[src/rtl/icache_mshr_pkg.sv]
// Shared MSHR types: per-entry state, entry record, address/tag widths and block helpers.
`ifndef NUM_MEM_TAGS
`define NUM_MEM_TAGS 4
`endif

package icache_mshr_pkg;

  localparam int ADDR_W    = 32;
  localparam int MEM_TAG_W = $clog2(`NUM_MEM_TAGS + 1);

  typedef logic [ADDR_W-1:0]    ADDR;
  typedef logic [MEM_TAG_W-1:0] MEM_TAG;

  typedef enum logic [1:0] {
    MSHR_FREE    = 2'd0,
    MSHR_PENDING = 2'd1,
    MSHR_ORPHAN  = 2'd2
  } MSHR_STATE;

  typedef struct packed {
    MSHR_STATE state;
    ADDR       addr;
    MEM_TAG    mem_tag;
  } MSHR_ENTRY;

  function automatic ADDR block_align(input ADDR a, input int off);
    return a & ~((ADDR'(1) << off) - ADDR'(1));
  endfunction

  function automatic logic block_match(input ADDR a, input ADDR b, input int off);
    return (a >> off) == (b >> off);
  endfunction

endpackage

[src/rtl/icache_mshr_if.sv]
// Handshake bundle between the icache miss path and the MSHR table.
interface icache_mshr_if
  import icache_mshr_pkg::*;
#(
  parameter int NUM_ENTRIES = `NUM_MEM_TAGS
);
  logic                             alloc_valid;
  ADDR                              alloc_addr;
  MEM_TAG                           alloc_mem_tag;
  logic                             alloc_ready;
  ADDR                              snoop_addr;
  logic                             snoop_hit;
  MEM_TAG                           return_tag;
  logic                             flush;
  logic                             fill_valid;
  ADDR                              fill_addr;
  logic [$clog2(NUM_ENTRIES+1)-1:0] pending_count;

  modport master (
    output alloc_valid, alloc_addr, alloc_mem_tag, snoop_addr, return_tag, flush,
    input  alloc_ready, snoop_hit, fill_valid, fill_addr, pending_count
  );

  modport slave (
    input  alloc_valid, alloc_addr, alloc_mem_tag, snoop_addr, return_tag, flush,
    output alloc_ready, snoop_hit, fill_valid, fill_addr, pending_count
  );
endinterface

[src/rtl/icache_mshr_entry.sv]
// One MSHR slot: FREE/PENDING/ORPHAN state machine plus tag and block-address compare.
module mshr_entry
  import icache_mshr_pkg::*;
#(
  parameter int BLOCK_OFFSET_BITS = 3
) (
  input  logic      clock,
  input  logic      reset,
  input  logic      alloc,
  input  ADDR       alloc_addr,
  input  MEM_TAG    alloc_mem_tag,
  input  MEM_TAG    return_tag,
  input  logic      flush,
  input  ADDR       snoop_addr,
  output MSHR_ENTRY entry,
  output logic      busy_next,
  output logic      ret_hit,
  output logic      fill,
  output logic      snoop_hit
);
  MSHR_STATE state, state_next;
  ADDR       addr;
  MEM_TAG    mem_tag;

  always_ff @(posedge clock) begin
    if (reset) begin
      state   <= MSHR_FREE;
      addr    <= '0;
      mem_tag <= '0;
    end else begin
      state <= state_next;
      if (alloc) begin
        addr    <= block_align(alloc_addr, BLOCK_OFFSET_BITS);
        mem_tag <= alloc_mem_tag;
      end
    end
  end

  assign ret_hit   = (state != MSHR_FREE) && (return_tag != '0) && (return_tag == mem_tag);
  // A flush landing with the return turns the fill into an orphan drop.
  assign fill      = ret_hit && (state == MSHR_PENDING) && !flush;
  assign snoop_hit = (state == MSHR_PENDING) && block_match(snoop_addr, addr, BLOCK_OFFSET_BITS);

  always_comb begin
    state_next = state;
    unique case (state)
      MSHR_FREE:    if (alloc) state_next = MSHR_PENDING;
      MSHR_PENDING: begin
        if (ret_hit)    state_next = MSHR_FREE;
        else if (flush) state_next = MSHR_ORPHAN;
      end
      MSHR_ORPHAN:  if (ret_hit) state_next = MSHR_FREE;
      default:      state_next = MSHR_FREE;
    endcase
  end

  assign busy_next = (state_next != MSHR_FREE);
  assign entry     = '{state: state, addr: addr, mem_tag: mem_tag};
endmodule

[src/rtl/psel_gen.sv]
// Priority selector: grants up to REQS requesters, lowest index first; purely combinational.
module psel_gen #(
  parameter int WIDTH = 4,
  parameter int REQS  = 1
) (
  input  logic [WIDTH-1:0] req,
  output logic [WIDTH-1:0] gnt,
  output logic             empty
);
  logic [WIDTH-1:0] remaining;
  logic             taken;

  always_comb begin
    gnt       = '0;
    remaining = req;
    taken     = 1'b0;
    for (int r = 0; r < REQS; r++) begin
      taken = 1'b0;
      for (int i = 0; i < WIDTH; i++) begin
        if (remaining[i] && !taken) begin
          gnt[i]       = 1'b1;
          remaining[i] = 1'b0;
          taken        = 1'b1;
        end
      end
    end
  end

  assign empty = ~|req;
endmodule

[src/rtl/icache_mshr.sv]
// Icache miss-status table: tracks outstanding memory tags, fills on return, drops flushed misses.
// ICACHE_MSHR_SNOOP_BYPASS_EN: snoop also matches the alloc accepted in the same cycle.
module icache_mshr
  import icache_mshr_pkg::*;
#(
  parameter int NUM_ENTRIES       = `NUM_MEM_TAGS,
  parameter int BLOCK_OFFSET_BITS = 3
) (
  input logic          clock,
  input logic          reset,
  icache_mshr_if.slave bus
);
  localparam int CNT_W = $clog2(NUM_ENTRIES + 1);

  MSHR_ENTRY              entries [NUM_ENTRIES];
  logic [NUM_ENTRIES-1:0] free_vec, gnt, busy_next, ret_hit, fill, snoop_vec;
  logic                   none_free, alloc_go, tag_clash;
  ADDR                    fill_addr_next, fill_addr_q;
  logic                   fill_valid_q;
  logic [CNT_W-1:0]       count_next, count_q;

  psel_gen #(.WIDTH(NUM_ENTRIES), .REQS(1)) u_psel (
    .req   (free_vec),
    .gnt   (gnt),
    .empty (none_free)
  );

  // Readiness comes from registered state only, so a slot freed this cycle is not reusable yet.
  assign bus.alloc_ready = !none_free;
  assign alloc_go        = bus.alloc_valid && !none_free && !bus.flush;

  for (genvar i = 0; i < NUM_ENTRIES; i++) begin : gen_entry
    mshr_entry #(.BLOCK_OFFSET_BITS(BLOCK_OFFSET_BITS)) u_entry (
      .clock         (clock),
      .reset         (reset),
      .alloc         (alloc_go && gnt[i]),
      .alloc_addr    (bus.alloc_addr),
      .alloc_mem_tag (bus.alloc_mem_tag),
      .return_tag    (bus.return_tag),
      .flush         (bus.flush),
      .snoop_addr    (bus.snoop_addr),
      .entry         (entries[i]),
      .busy_next     (busy_next[i]),
      .ret_hit       (ret_hit[i]),
      .fill          (fill[i]),
      .snoop_hit     (snoop_vec[i])
    );
    assign free_vec[i] = (entries[i].state == MSHR_FREE);
  end

  always_comb begin
    fill_addr_next = '0;
    count_next     = '0;
    tag_clash      = 1'b0;
    for (int i = 0; i < NUM_ENTRIES; i++) begin
      if (fill[i])      fill_addr_next = fill_addr_next | entries[i].addr;
      if (busy_next[i]) count_next     = count_next + CNT_W'(1);
      if ((entries[i].state != MSHR_FREE) && !ret_hit[i] &&
          (entries[i].mem_tag == bus.alloc_mem_tag))
        tag_clash = 1'b1;
    end
  end

  always_ff @(posedge clock) begin
    if (reset) begin
      fill_valid_q <= 1'b0;
      fill_addr_q  <= '0;
      count_q      <= '0;
    end else begin
      fill_valid_q <= |fill;
      if (|fill) fill_addr_q <= fill_addr_next;
      count_q      <= count_next;
    end
  end

  assign bus.fill_valid    = fill_valid_q;
  assign bus.fill_addr     = fill_addr_q;
  assign bus.pending_count = count_q;

`ifdef ICACHE_MSHR_SNOOP_BYPASS_EN
  assign bus.snoop_hit = (|snoop_vec) ||
                         (alloc_go && block_match(bus.snoop_addr, bus.alloc_addr, BLOCK_OFFSET_BITS));
`else
  assign bus.snoop_hit = |snoop_vec;
`endif

  // Memory must never hand out a tag that is still reserved by a live or orphaned miss.
  a_no_tag_reuse: assert property (@(posedge clock) disable iff (reset) !(alloc_go && tag_clash));
endmodule

[src/flat_wrapper.sv]
// flat-port wrapper written by rule: the top's interface ports become plain ports
module icache_mshr_flat import icache_mshr_pkg::*;
#(
  parameter int NUM_ENTRIES       = `NUM_MEM_TAGS,
  parameter int BLOCK_OFFSET_BITS = 3
)
  (clock, reset, bus_alloc_valid, bus_alloc_addr, bus_alloc_mem_tag, bus_snoop_addr, bus_return_tag, bus_flush, bus_alloc_ready, bus_snoop_hit, bus_fill_valid, bus_fill_addr, bus_pending_count);
  icache_mshr_if #(.NUM_ENTRIES(NUM_ENTRIES)) bus_i ();
  input logic clock;
  input logic reset;
  input wire logic [$bits(bus_i.alloc_valid)-1:0] bus_alloc_valid;
  input wire logic [$bits(bus_i.alloc_addr)-1:0] bus_alloc_addr;
  input wire logic [$bits(bus_i.alloc_mem_tag)-1:0] bus_alloc_mem_tag;
  input wire logic [$bits(bus_i.snoop_addr)-1:0] bus_snoop_addr;
  input wire logic [$bits(bus_i.return_tag)-1:0] bus_return_tag;
  input wire logic [$bits(bus_i.flush)-1:0] bus_flush;
  output wire logic [$bits(bus_i.alloc_ready)-1:0] bus_alloc_ready;
  output wire logic [$bits(bus_i.snoop_hit)-1:0] bus_snoop_hit;
  output wire logic [$bits(bus_i.fill_valid)-1:0] bus_fill_valid;
  output wire logic [$bits(bus_i.fill_addr)-1:0] bus_fill_addr;
  output wire logic [$bits(bus_i.pending_count)-1:0] bus_pending_count;
  assign bus_i.alloc_valid = bus_alloc_valid;
  assign bus_i.alloc_addr = bus_alloc_addr;
  assign bus_i.alloc_mem_tag = bus_alloc_mem_tag;
  assign bus_i.snoop_addr = bus_snoop_addr;
  assign bus_i.return_tag = bus_return_tag;
  assign bus_i.flush = bus_flush;
  assign bus_alloc_ready = bus_i.alloc_ready;
  assign bus_snoop_hit = bus_i.snoop_hit;
  assign bus_fill_valid = bus_i.fill_valid;
  assign bus_fill_addr = bus_i.fill_addr;
  assign bus_pending_count = bus_i.pending_count;
  icache_mshr #(.NUM_ENTRIES(NUM_ENTRIES), .BLOCK_OFFSET_BITS(BLOCK_OFFSET_BITS)) u_core (.clock(clock), .reset(reset), .bus(bus_i));
endmodule
[config.mk]
export PLATFORM = sky130hd
export DESIGN_NAME = icache_mshr_flat
export DESIGN_NICKNAME = d
export VERILOG_FILES = /design/src/rtl/icache_mshr_pkg.sv /design/src/rtl/icache_mshr_if.sv /design/src/rtl/icache_mshr_entry.sv /design/src/rtl/psel_gen.sv /design/src/rtl/icache_mshr.sv /design/src/flat_wrapper.sv
export SDC_FILE = /design/constraint.sdc
export NUM_CORES = 1
export LEC_CHECK = 0
export CORE_UTILIZATION = 31
export CTS_CLUSTER_SIZE = 10
export DETAILED_ROUTE_END_ITERATION = 10
export GPL_ROUTABILITY_DRIVEN = 1
export PLACE_DENSITY = 0.59
export SKIP_LAST_GASP = 1
export SYNTH_ARGS = -nofsm -noshare
export SYNTH_HDL_FRONTEND = slang
export SYNTH_SLANG_ARGS = --single-unit
export TNS_END_PERCENT = 30
[constraint.sdc]
create_clock -name clock -period 5.7 [get_ports clock]
set_clock_uncertainty 0.2 [all_clocks]
set_input_delay 1.71 -clock clock [delete_from_list [all_inputs] [get_ports clock]]
set_output_delay 1.71 -clock clock [all_outputs]
set_load 0.01 [all_outputs]
==> results.sh <==
export IMPL_totalPowerFinal_mw=2.69
export IMPL_power_frac_seq=0.452
export IMPL_wirelength_um=28900
export IMPL_async_flop_share=0
export IMPL_antenna_cells=0
export IMPL_nets=1186
export IMPL_syn_area_sq_um=8330
export IMPL_crit_start="bus_snoop_addr[22]"
export IMPL_violations="design-rule violations"
export IMPL_antenna_found_initial=0
export IMPL_cts_root_buf="clkbuf_16"
export IMPL_fmax_ghz=0.178
export IMPL_cts_path_max_buffers=2
export IMPL_slowest_stage="clkdlybuf4s50_1"
export IMPL_clk_latency_ns=0.43
export IMPL_fin_crit_ns=5.61
export IMPL_leakage_nw=3.41
export IMPL_synth_seq_cells=169
export IMPL_cp_required_ns=3.79
export IMPL_grt_usage=0.207
export IMPL_ys_flop_type="dfxtp_1"
export IMPL_die_height_um=166
export IMPL_cp_top_family="buffers and inverters"
export IMPL_relSlewSlack=0.344
export IMPL_final_core_util=0.400
export IMPL_cts_tree="done"
export IMPL_dp_hpwl_um=18900
export IMPL_irDropWorstVdd_uv=210
export IMPL_grt_overflow=0
export IMPL_wl_per_cell_um=19.8
export IMPL_setup_ws_ns=0.0876
export IMPL_vias=7633
export IMPL_grt_max_degree=87
export IMPL_hold_class="flop to flop"
export IMPL_cts_max_level=4
export IMPL_ys_seq_area_frac=0.406
export IMPL_drv_slew=0
export IMPL_cts_num_sinks=169
export IMPL_die_w_um=166
export IMPL_p_per_area_nw_per_um2=257
export IMPL_core_sq_um=26200
export IMPL_avgViaCountPerCell=5.24
export IMPL_postPlaceCellArea_sq_um=9820
export IMPL_synthDistinctLibCells=51
export IMPL_crit_chain="clkdlybuf4s50_1, xnor2_1, buf_4, nand4_1, nor4_1, nand4_1, nand4_1, dlygate4sd2_1"
export IMPL_die_area_sq_um=27500
export IMPL_period_share=0.985
export IMPL_synth_top_cells_by_area="dfxtp_1, nand2_1, xnor2_1"
export IMPL_worst_path_max_fanout=3
export IMPL_criticalPathCategory="input pin to output port"
export IMPL_rsz0062_at_grt="no"
export IMPL_rows=59
export IMPL_synth_area_per_cell_sq_um=8.15
export IMPL_drc=10
export IMPL_reg2reg_from="u_core.gen_entry[1].u_entry.mem_tag[1]"
export IMPL_syn_to_final_growth_pct=25.8
export IMPL_tightest_slew_ns=0.985
export IMPL_swShare=0.247
export IMPL_grt_first_pass_wirelength_um=43200
export IMPL_outcome="complete, but fails checks"
export IMPL_final_common_cell="nand2_1"
export IMPL_worst_path_buf_inv=3
export IMPL_maxCapViolCount=0
export IMPL_design_area_sq_um=10500
export IMPL_endpoint_kind="output port"
export IMPL_ctsHoldBuffers=0
export IMPL_postCtsSetupBuffers=0
export IMPL_fin_setup_tns_ns=0
export IMPL_cts_buffers_inserted=17
export IMPL_initial_core_util=0.318
export IMPL_yosysWarnings=0
export IMPL_reg2reg_slack_ns=2.45
export IMPL_drt_first_pass_iters=11
export IMPL_worstPathArrival_ns=3.70
export IMPL_drt_iter0_drc=805
export IMPL_pwr_share_comb=0.102
export IMPL_yosys_area_top_type_share=0.406
export IMPL_internal_power_mw=2.03
export IMPL_critPathMaxStageDelay_ns=0.54
export IMPL_p_clk_frac=0.446
export IMPL_path_clk_slew_ns=0.07
export IMPL_setup_viol=0
export IMPL_ioPinCount=112
export IMPL_place_gp_congestion=0.896
export IMPL_worstHoldStart="u_core.gen_entry[0].u_entry.addr[25]"
export IMPL_place_ws_ns=-0.245
export IMPL_drive_above_1_share=0.115
export IMPL_path_common_cell="nand4_1"
export IMPL_p_sw_mw=0.667
export IMPL_synth_edf_count=0
export IMPL_critPathLaunchType="input pin"
export IMPL_ant_nets=0
export IMPL_synthCells=1022
export IMPL_mostFrequentLayoutCells="nand2_1, dfxtp_1, a21oi_1"
export IMPL_finalHoldViolations=0
export IMPL_grt_pass1_vias=7322
export IMPL_io_buffers=102
export IMPL_synth_top_area_cell="dfxtp_1"
layer usage:
metal  track usage  wire, um  share of wire  up-vias
met2         0.324     13000           0.45      300
met1         0.275     13000           0.45     3593
met4        0.0837       880          0.030        0
li1              -         -              -     3689
met5             0         0              0        -
met3        0.0448      2020          0.070       51
sequential cells by signal, summed over array words and instances, names as in the netlist:
register and cells:
u_core.gen_entry.u_entry.addr 116, u_core.bus.fill_addr 29, u_core.gen_entry.u_entry.mem_tag 12, u_core.gen_entry.u_entry.state 8, u_core.bus.pending_count 3, u_core.bus.fill_valid 1
cell families (layout without fill, tap and decap cells):
| group | count (synthesis) | count (layout) | synth area share |
|---|---|---|---|
| compound gates | 236 | 236 | 0.186 |
| flops | 169 | 169 | 0.406 |
| fa+ha+maj | 3 | 3 | 0.00451 |
| buf+inv | 98 | 196 | 0.0553 |
| other cells | 1 | 3 | 0.000450 |
| simple gates | 382 | 382 | 0.207 |
| xor+xnor | 130 | 130 | 0.137 |
| mux | 3 | 3 | 0.00375 |
worst reg2reg max path, cell delays in order, from the launching register on:
cell     delay (ns)
dfxtp_1        0.34
xor2_1         0.16
or4_1          0.72
nand2_1        0.16
a21oi_1        0.09
a31o_2         0.24
ha_1           0.34
xor2_1         0.20
ha_1           0.31
nor2b_1        0.13
a22o_1         0.25
area by class of cell:
cell class                      instances  area [sq um]
Tap cell                              335           419
Inverter                                6          22.5
Fill cell                            2652         15700
Sequential cell                       169          3380
Clock buffer                           23           498
Timing Repair Buffer                  158          1460
Clock inverter                          9           113
Multi-Input combinational cell        757          4590
what timing repair did:
item | 4_1_cts | 5_1_grt
endpoints found under the setup margin | 1 | 1
pin swaps | 1 | 0
gates resized for setup | 10 | 2
power by group through the flow:
stage               combinational, mW  sequential, mW  clock [mW]
floorplan                       0.130            1.24           0
global placement                0.268            1.24           0
detailed placement              0.269            1.24           0
CTS                             0.272            1.22        1.21
global route                    0.292            1.22        1.26
finish                          0.275            1.22        1.20
worst paths after layout:
check,endpoint,depth (start not counted)
setup / recovery,bus_snoop_hit,8
hold / removal,u_core.gen_entry[0].u_entry.addr[25],2
setup reg to reg,u_core.bus.pending_count[1],10
hold reg to reg,u_core.gen_entry[0].u_entry.addr[25],2
metrics by stage:
step	hold WS, ns	cells
after floorplan	0.261	1024
after global placement	0.267	1425
after detailed placement	0.275	1425
after CTS	0.283	1457
after global routing	0.302	1457
final	0.283	1457
cells in the mapped netlist (2+ instances only):
library cell,instances
and2_1,2
buf_4,12
xor2_1,53
and3b_1,2
nand4_1,24
a311oi_1,19
nor4_1,16
or2_2,4
buf_6,3
mux2i_1,2
nand3_1,2
or4_1,2
buf_2,11
nor2b_1,3
nand2b_1,7
a21oi_1,134
or4_4,3
o21ai_0,3
nand3b_1,3
inv_1,6
ha_1,3
a22oi_1,58
nor2_1,8
nor3_1,38
clkbuf_1,65
dfxtp_1,169
nand2_1,258
xnor2_1,77
or3_1,4
a311oi_2,10
(Power assumes the default switching activity.)
